`config.mk`:
```
export PLATFORM = sky130hd
export DESIGN_NAME = mux_scan_reg
export DESIGN_NICKNAME = d
export VERILOG_FILES = /design/src/rtl/mux_scan_pkg.sv /design/src/rtl/dwell_timer.sv /design/src/rtl/mux_scan_reg.sv
export SDC_FILE = /design/constraint.sdc
export NUM_CORES = 1
export LEC_CHECK = 0
export BUFFER_PORTS_ARGS = -buffer_cell sky130_fd_sc_hd__buf_2
export CORE_AREA = 2 2 39 41
export DETAILED_ROUTE_END_ITERATION = 8
export DIE_AREA = 0 0 41 43
export PLACE_DENSITY = 0.66
export SYNTH_ARGS = -nofsm -noshare
export SYNTH_HDL_FRONTEND = slang
export SYNTH_SLANG_ARGS = --single-unit
```
`constraint.sdc`:
```
create_clock -name clk -period 4.2 [get_ports clk]
set_input_delay 0.63 -clock clk [delete_from_list [all_inputs] [get_ports clk]]
set_output_delay 0.63 -clock clk [all_outputs]
set_load 0.05 [all_outputs]
```
`src/rtl/mux_scan_pkg.sv`:
```
// Mode and state encodings shared by the registered scan multiplexer.
package mux_scan_pkg;

  localparam logic [1:0] MODE_MANUAL = 2'b00;
  localparam logic [1:0] MODE_SCAN   = 2'b01;
  localparam logic [1:0] MODE_HOLD   = 2'b10;

  localparam logic [1:0] ST_MANUAL = 2'd0;
  localparam logic [1:0] ST_SCAN   = 2'd1;
  localparam logic [1:0] ST_HOLD   = 2'd2;

  // mode 2'b11 folds into HOLD
  function automatic logic [1:0] decode_mode(input logic [1:0] m);
    case (m)
      MODE_MANUAL: decode_mode = ST_MANUAL;
      MODE_SCAN:   decode_mode = ST_SCAN;
      default:     decode_mode = ST_HOLD;
    endcase
  endfunction

endpackage

```
`src/rtl/dwell_timer.sv`:
```
// Dwell counter for scan mode: counts 0..DWELL-1 while enabled, flags the last count.
module dwell_timer #(
  parameter int DWELL = 4
) (
  input  logic clk,
  input  logic rst_n,
  input  logic en,
  input  logic clr,
  output logic tick
);

  localparam int CW = (DWELL > 1) ? $clog2(DWELL) : 1;
  localparam logic [CW-1:0] LAST = CW'(DWELL - 1);

  logic [CW-1:0] cnt;

  assign tick = en && !clr && (cnt == LAST);

  always_ff @(posedge clk or negedge rst_n) begin
    if (!rst_n)          cnt <= '0;
    else if (clr)        cnt <= '0;
    else if (en)         cnt <= (cnt == LAST) ? '0 : cnt + CW'(1);
  end

endmodule

```
`src/rtl/mux_scan_reg.sv`:
```
// Registered N-channel W-bit multiplexer with manual select, round-robin scan and hold.
module mux_scan_reg
  import mux_scan_pkg::*;
#(
  parameter  int WIDTH    = 2,
  parameter  int CHANNELS = 3,
  parameter  int DWELL    = 4,
  localparam int SELW     = (CHANNELS > 2) ? $clog2(CHANNELS) : 1
) (
  input  logic                      clk,
  input  logic                      rst_n,
  input  logic [WIDTH*CHANNELS-1:0] d,
  input  logic [SELW-1:0]           sel,
  input  logic [1:0]                mode,
  output logic [WIDTH-1:0]          y,
  output logic [SELW-1:0]           ch,
  output logic                      sel_err,
  output logic                      ch_change
);

  // The mode input selects this edge's behaviour directly, so a mode change
  // lands on the very next edge.
  logic [1:0]       st;
  logic             tick;
  logic             sel_ok;
  logic [SELW-1:0]  ch_wrap;
  logic [WIDTH-1:0] y_nxt;
  logic [SELW-1:0]  ch_nxt;
  logic             err_nxt;

  assign st      = decode_mode(mode);
  assign sel_ok  = {1'b0, sel} < (SELW+1)'(CHANNELS);
  assign ch_wrap = (ch == SELW'(CHANNELS - 1)) ? '0 : ch + SELW'(1);

  dwell_timer #(.DWELL(DWELL)) u_dwell (
    .clk   (clk),
    .rst_n (rst_n),
    .en    (st == ST_SCAN),
    .clr   (st == ST_MANUAL),
    .tick  (tick)
  );

  always_comb begin
    y_nxt   = y;
    ch_nxt  = ch;
    err_nxt = sel_err;
    case (st)
      ST_MANUAL: begin
        if (sel_ok) begin
          ch_nxt  = sel;
          y_nxt   = d[sel*WIDTH +: WIDTH];
          err_nxt = 1'b0;
        end else begin
          err_nxt = 1'b1;
        end
      end
      ST_SCAN: begin
        y_nxt   = d[ch*WIDTH +: WIDTH];
        err_nxt = 1'b0;
        if (tick) ch_nxt = ch_wrap;
      end
      default: ;
    endcase
  end

  always_ff @(posedge clk or negedge rst_n) begin
    if (!rst_n) begin
      y         <= '0;
      ch        <= '0;
      sel_err   <= 1'b0;
      ch_change <= 1'b0;
    end else begin
      y         <= y_nxt;
      ch        <= ch_nxt;
      sel_err   <= err_nxt;
      ch_change <= (ch_nxt != ch);
    end
  end

endmodule

```
==> results of run 1 <==
registers in the layout, summed over array words and instances, names as in the netlist:
register / flops
ch: 2
u_dwell.cnt: 2
y: 2
ch_change: 1
sel_err: 1
worst min-delay path by stage:
stage	startpoint	cells past startpoint	endpoint
final	rst_n	1	y[0]$_DFFE_PN0P_
after floorplan	rst_n	0	ch[0]$_DFF_PN0_
after global routing	rst_n	1	y[0]$_DFFE_PN0P_
after CTS	rst_n	1	y[0]$_DFFE_PN0P_
after detailed placement	rst_n	1	y[0]$_DFFE_PN0P_
after global placement	rst_n	1	sel_err$_DFFE_PN0N_
logic make-up after synthesis:
family / Yosys count / share of synthesized area
AO/OA/AOI/OAI: 20 / 0.237
AND/OR/NAND/NOR: 29 / 0.300
flip-flops: 8 / 0.372
adder cells (fa/ha/maj): 1 / 0.0233
buffers and inverters: 4 / 0.0302
multiplexers: 2 / 0.0372
placed cells by master, fill, tap and decap left out:
master     netlist  final
o31ai_1          1      1
clkbuf_4         0      3
a31oi_1          3      3
a21oi_1          7      7
ha_1             1      1
nand4bb_1        1      1
a21oi_2          1      1
nand2b_1         7      7
a22o_1           1      1
nand3b_1         1      1
nor2b_4          1      1
buf_2            1     17
inv_1            2      2
nor2_1           4      4
nor2b_1          5      5
o21ai_0          1      1
o31a_1           1      1
a221oi_2         1      1
nand2_1          9      9
o21ai_1          4      4
nor3_1           1      1
mux2i_1          2      2
dfrtp_1          8      8
power groups by stage:
stage | clock network, uW | logic, uW | registers (uW)
floorplan | 0 | 37.3 | 128
global placement | 0 | 88.0 | 102
detailed placement | 0 | 87.9 | 102
CTS | 64.7 | 88.4 | 101
global route | 66.6 | 96.8 | 103
finish | 62.3 | 87.5 | 101
layout make-up:
cell class	count	area, sq um
multi-input cells	52	322
inverters	2	7.51
flip-flops and latches	8	200
well taps	16	20.0
clock buffers	3	22.5
fillers	148	727
repair buffers	17	85.1
metal layers:
| metal | vias up | routed length [microns] | track usage |
|---|---|---|---|
| met2 | 14 | 582 | 0.284 |
| met4 | 0 | 25 | 0.107 |
| met5 | - | 0 | 0 |
| met3 | 4 | 56 | 0.0314 |
| li1 | 263 | - | - |
| met1 | 244 | 497 | 0.193 |
per-stage QoR:
step	instance area [sq um]	utilization
after global placement	634	0.458
after floorplan	538	-
after CTS	657	0.475
after global routing	657	0.475
after detailed placement	634	0.458
final	657	0.475
==> impl_results.md, run 1 <==
- Setup WS pre-CTS: 2.51 ns
- Slowest stage delay, CP: 0.55 ns
- Net Count, Synth: slightly below 80
- GPL Wtd Cong: 0.805
- Final Cycle Share: 0.422
- Grt ovf: 0
- Detail Route Antenna Nets: 0
- Post-CTS Setup Bufs: 0
- CP Data Arrival Time: 1.14 ns
- Die Y: about 43 microns
- Total core area: between 1000 and 1500 sq um
- Hold Buf Count CTS: 0
- Largest net degree at the start of global routing: 15
- RR Startpoint: ch[0]$_DFF_PN0_
- Final Max Slew Viols: 0
- Clock share of power: 0.249
- P per Cell Area: 381 nW/um^2
- Post-synth top flop: dfrtp_1
- Nets: 97
- Sequential power share: 0.402
- Top post-synthesis cells by count: nand2_1, dfrtp_1, a21oi_1, nand2b_1, nor2b_1
- Most frequent cell after synthesis: nand2_1
- Setup TNS: 0 ns
- Flops & latches, synth: 8
- Type of the worst setup path: register to primary output
- Ant diodes: 0
- Internal power: 151 uW
- Net switching power figure: between 90 and 100 uW
- Total Power: 250 uW
- Row cnt: 14
- Cells after DPL: 95
- Proportion of layout cells with a drive suffix above 1: 0.280
- Initial antenna violation count: 0
- Synth-to-layout area growth: 22.1%
- Logic gate share of total power: 0.349
- CTS Buf Count: 3
- Yosys top cell area share: 0.372
- RSZ-0062 raised after global routing: false
- Cells after Synth: 64
- Rel. slew slack: 0.763
- Final hold vios: 0
- CP bufs+invs: 1
- Vias/cell: about 5.4
- IO Port Bufs: 17
- Avg WL per Cell: roughly 12 microns
- Slowest CP cell: dfrtp_1
- Sink Count: 8
- FF-to-FF setup slack: 2.75 ns
- Worst flop-to-flop path endpoint: ch_change$_DFF_PN0_
- First-pass GRT wire length: 2080 microns
- Sw frac: 0.398
- Clk buf depth: 2
- Asr flop ratio synth: 1.00
- Clock Skews: 0.00864 ns
- Post-CTS sizing: 0
- Cell Chain, Critical Path: buf_2
- Final setup viols: 0
- Synth cell types: 23
- Max-cap violations: 0
- Worst-Skew Late Latency: 0.26 ns
- Root buf cell: clkbuf_4
- Final WS setup: between 2 and 2.5 ns
- Lkg Pwr: 0.000311 uW
- Worst-margin pin slew: around 0.35 ns
- Number of flops mapped to enable cells by yosys: 0
- Post-layout min period: 1.77 ns
- CP Depth: 1
- Crit path from: ch[0]$_DFF_PN0_
- Critical Path Sink: ch[0]
- Final non-filler cell total: 98
- Worst-path clk slew: 0.06 ns
- Initial DRC Count: 11
- Worst Hold Class: primary input to asynchronous set/reset pin
- WHS: 0.197 ns
- Cell family with most CP delay: flip-flops
- Crit path launch type: register
- Required time worst endpoint: 3.57 ns
- Max rail drop VDD: ~0.21 mV
- Final WL: 1160 microns
- Synth Cell Area: 538 sq um
- CTS tree: yes
- Max Fclk: 564 MHz
- Initial Util: 0.389
- Post-DP HPWL: slightly below 900 microns
- Mapped Avg Cell Area: around 8.4 sq um
- Status: complete, no violations
- Die area: 1760 sq um
- DRT Pass-1 Iters: 4
- Endpoint class of the critical path: primary output
- Yosys warning count: 0
- CP max FO: 13
- Post-route DRC: 0
- Total GRT Usage: 0.174
- # IOs: 18
- Sequential share of the synthesized area: 0.372
- Top cells by area, synth: dfrtp_1, nand2b_1, a21oi_1
- Die Width: 41 microns
- R2R depth: 4
- Via count: roughly 530
- Number of global-route vias before repair: 522
- H-tree Lvls: 1
- Area leader, netlist: dfrtp_1
(Power assumes the default switching activity.)
==> run 2, diff against run 1 <==
ABC_AREA = 1   (was unset)
CORE_AREA = unset   (was 2 2 39 41)
CORE_MARGIN = 2   (was unset)
CORE_UTILIZATION = 43   (was unset)
DIE_AREA = unset   (was 0 0 41 43)
PLACE_DENSITY = 0.72   (was 0.66)
clock period = 1.42 ns   (was 4.2 ns; I/O delays follow)
==> run 2 against run 1 <==
Net effect: utilization up 7.9 points; cell count up 18%; clock power grew to 2.8 times the previous value; power grew to 3.8 times the previous value; global-route usage grew 0.075 points; worst setup slack got worse by 2.2 ns; highest routed layer unchanged.
==> impl_results.md, run 2 <==
- Asr flop ratio synth: 1.00 (unchanged)
- Most frequent cell after synthesis: nand2_1
- Final WS setup: 0.179 ns (-2.25 ns)
- Synth-to-layout area growth: 22.5%
- Top post-synthesis cells by count: nand2_1, nand3_1, inv_1, dfrtp_1, nor2_1
- IO Port Bufs: 17 (unchanged)
- Detail Route Antenna Nets: 0 (unchanged)
- Final WL: 1220 microns (+5.3%)
- Synth Cell Area: 573 sq um (+6.5%)
- Flops & latches, synth: 8 (unchanged)
- Setup TNS: 0 ns (unchanged)
- Endpoint class of the critical path: register
- Total GRT Usage: 0.174 (+0.000750)
- Nets: 116 (+20%)
- Total Power: 946 uW (+280%)
- Yosys warning count: 0 (unchanged)
- Number of flops mapped to enable cells by yosys: 0 (unchanged)
- Final Max Slew Viols: 0 (unchanged)
- Clock Skews: 0.00532 ns (-0.00332 ns)
- Cell Chain, Critical Path: ha_1 > inv_1 > nand2_1 > nand3_1 > nand3_1 > nand2_1 > nand2_1
- Slowest CP cell: dfrtp_1
- Initial Util: 0.452 (+0.0629)
- Final Cycle Share: 0.874
- Post-CTS Setup Bufs: 0 (unchanged)
- Rel. slew slack: 0.784 (+0.0202)
- Die Width: 40.5 microns (-1.2%)
- Die Y: 40.5 microns (-5.8%)
- Synth cell types: 17 (-26%)
- CP max FO: 4 (-9)
- Final setup viols: 0 (unchanged)
- H-tree Lvls: 1 (unchanged)
- Via count: 586 (+12%)
- CTS Buf Count: 3 (unchanged)
- Largest net degree at the start of global routing: 10 (-5)
- Row cnt: 13 (-1)
- Sink Count: 8 (unchanged)
- Grt ovf: 0 (unchanged)
- First-pass GRT wire length: 1860 microns (-10%)
- CP Data Arrival Time: 1.39 ns (+0.25 ns)
- Lkg Pwr: 0.000403 uW (+30%)
- Max rail drop VDD: 1.03 mV (+390%)
- Slowest stage delay, CP: 0.39 ns (-0.16 ns)
- CTS tree: yes
- Post-layout min period: 1.24 ns
- Max Fclk: 806 MHz
- Cells after Synth: 81 (+27%)
- DRT Pass-1 Iters: 4 (unchanged)
- GPL Wtd Cong: 0.847 (+5.2%)
- Hold Buf Count CTS: 1 (+1)
- Max-cap violations: 0 (unchanged)
- Area leader, netlist: dfrtp_1
- Initial antenna violation count: 0 (unchanged)
- Final hold vios: 0 (unchanged)
- Initial DRC Count: 12 (+1)
- Post-synth top flop: dfrtp_1
- Die area: 1640 sq um (-6.9%)
- Sequential share of the synthesized area: 0.349 (-0.0227)
- # IOs: 18 (unchanged)
- Mapped Avg Cell Area: 7.07 sq um (-16%)
- RSZ-0062 raised after global routing: false
- Vias/cell: 5.05 (-5.7%)
- P per Cell Area: 1350 nW/um^2 (+250%)
- Worst-margin pin slew: 0.325 ns (-0.0302 ns)
- Dpl cell area: 669 sq um (+5.5%)
- Post-route DRC: 0 (unchanged)
- Worst-Skew Late Latency: 0.25 ns (about the same)
- Total core area: 1270 sq um (-8.3%)
- Worst path most repeated cell: nand2_1
- Clk buf depth: 2 (unchanged)
- Post-CTS sizing: 0 (unchanged)
- Type of the worst setup path: register to register
- CP bufs+invs: 1 (unchanged)
- Largest registers: ch x2, u_dwell.cnt x2, y x2
- Final instance area: 702 sq um (+6.9%)
- Proportion of layout cells with a drive suffix above 1: 0.297 (+0.0165)
- Worst-path clk slew: 0.06 ns (about the same)
- Yosys top cell area share: 0.349 (-0.0227)
- Setup WS pre-CTS: 0.203 ns (-2.30 ns)
- Avg WL per Cell: 10.6 microns (-11%)
- Worst Hold Class: primary input to register
- Top cells by area, synth: dfrtp_1, nand3_1, nand2_1
- Ant diodes: 0 (unchanged)
- Post-DP HPWL: 975 microns (+9.3%)
- Crit path launch type: register
- Status: complete, no violations
- Root buf cell: clkbuf_4
- Cell family with most CP delay: simple AND/OR/NAND/NOR gates
- Most common cell after layout, fill and taps aside: nand2_1
- Most frequent cells in the layout: nand2_1, nand3_1, buf_2
- Number of global-route vias before repair: 500 (-4.2%)
- Net Count, Synth: 94 (+22%)
- Required time worst endpoint: 1.57 ns (-2.00 ns)
## run 2: cells by family after synthesis
| kind of cell | Yosys count | synth area share |
|---|---|---|
| and+or+nand+nor | 49 | 0.419 |
| buffers and inverters | 13 | 0.0917 |
| AOI/OAI and AO/OA | 10 | 0.118 |
| DFF | 8 | 0.349 |
| adders and majority gates | 1 | 0.0218 |
## run 2: worst min-delay path: cells and delay by family
family | cells | cell delay [ns]
buf+inv | 1 | 0.15
compound gates | 1 | 0.07
simple gates | 1 | 0.07
## run 2: metal layers
layer	share of wire	GRT usage	vias up
met1	0.49	0.203	264
li1	-	-	306
met2	0.47	0.306	14
met4	0.0049	0	0
met3	0.041	0.0833	2
met5	0	0	-
## run 2: power by group
part,switching [uW],internal (uW)
Sequential,40.4,281
Clock,79.7,96.9
Combinational,328,120
## run 2: cell type report
| cell class | instances | area [sq um] |
|---|---|---|
| clock buffer | 3 | 22.5 |
| timing repair buffer | 18 | 95.1 |
| multi-input combinational | 60 | 320 |
| inverter | 12 | 45.0 |
| sequential | 8 | 200 |
| tap | 15 | 18.8 |
| fill | 135 | 567 |
## run 2: final timing paths
kind | start | end | slack [ns] | cells past startpoint
max reg2reg | u_dwell.cnt[0]$_DFFE_PN0N_ | ch_change$_DFF_PN0_ | 0.18 | 7
min | mode[1] | u_dwell.cnt[0]$_DFFE_PN0N_ | 0.29 | 3
max | u_dwell.cnt[0]$_DFFE_PN0N_ | ch_change$_DFF_PN0_ | 0.18 | 7
min in group asynchronous | rst_n | y[1]$_DFFE_PN0P_ | 0.32 | 2
max in group asynchronous | rst_n | ch[0]$_DFF_PN0_ | 0.93 | 2
min reg2reg | y[0]$_DFFE_PN0P_ | y[0]$_DFFE_PN0P_ | 0.47 | 2
## run 2: through the flow
| stage | hold slack (ns) | utilization | cells |
|---|---|---|---|
| 2_1_floorplan | -0.0826 | - | 81 |
| 3_3_place_gp | 0.0632 | 0.528 | 112 |
| 3_5_place_dp | 0.0638 | 0.528 | 112 |
| 4_1_cts | 0.280 | 0.553 | 116 |
| 5_1_grt | 0.304 | 0.553 | 116 |
| 6_report | 0.292 | 0.553 | 116 |
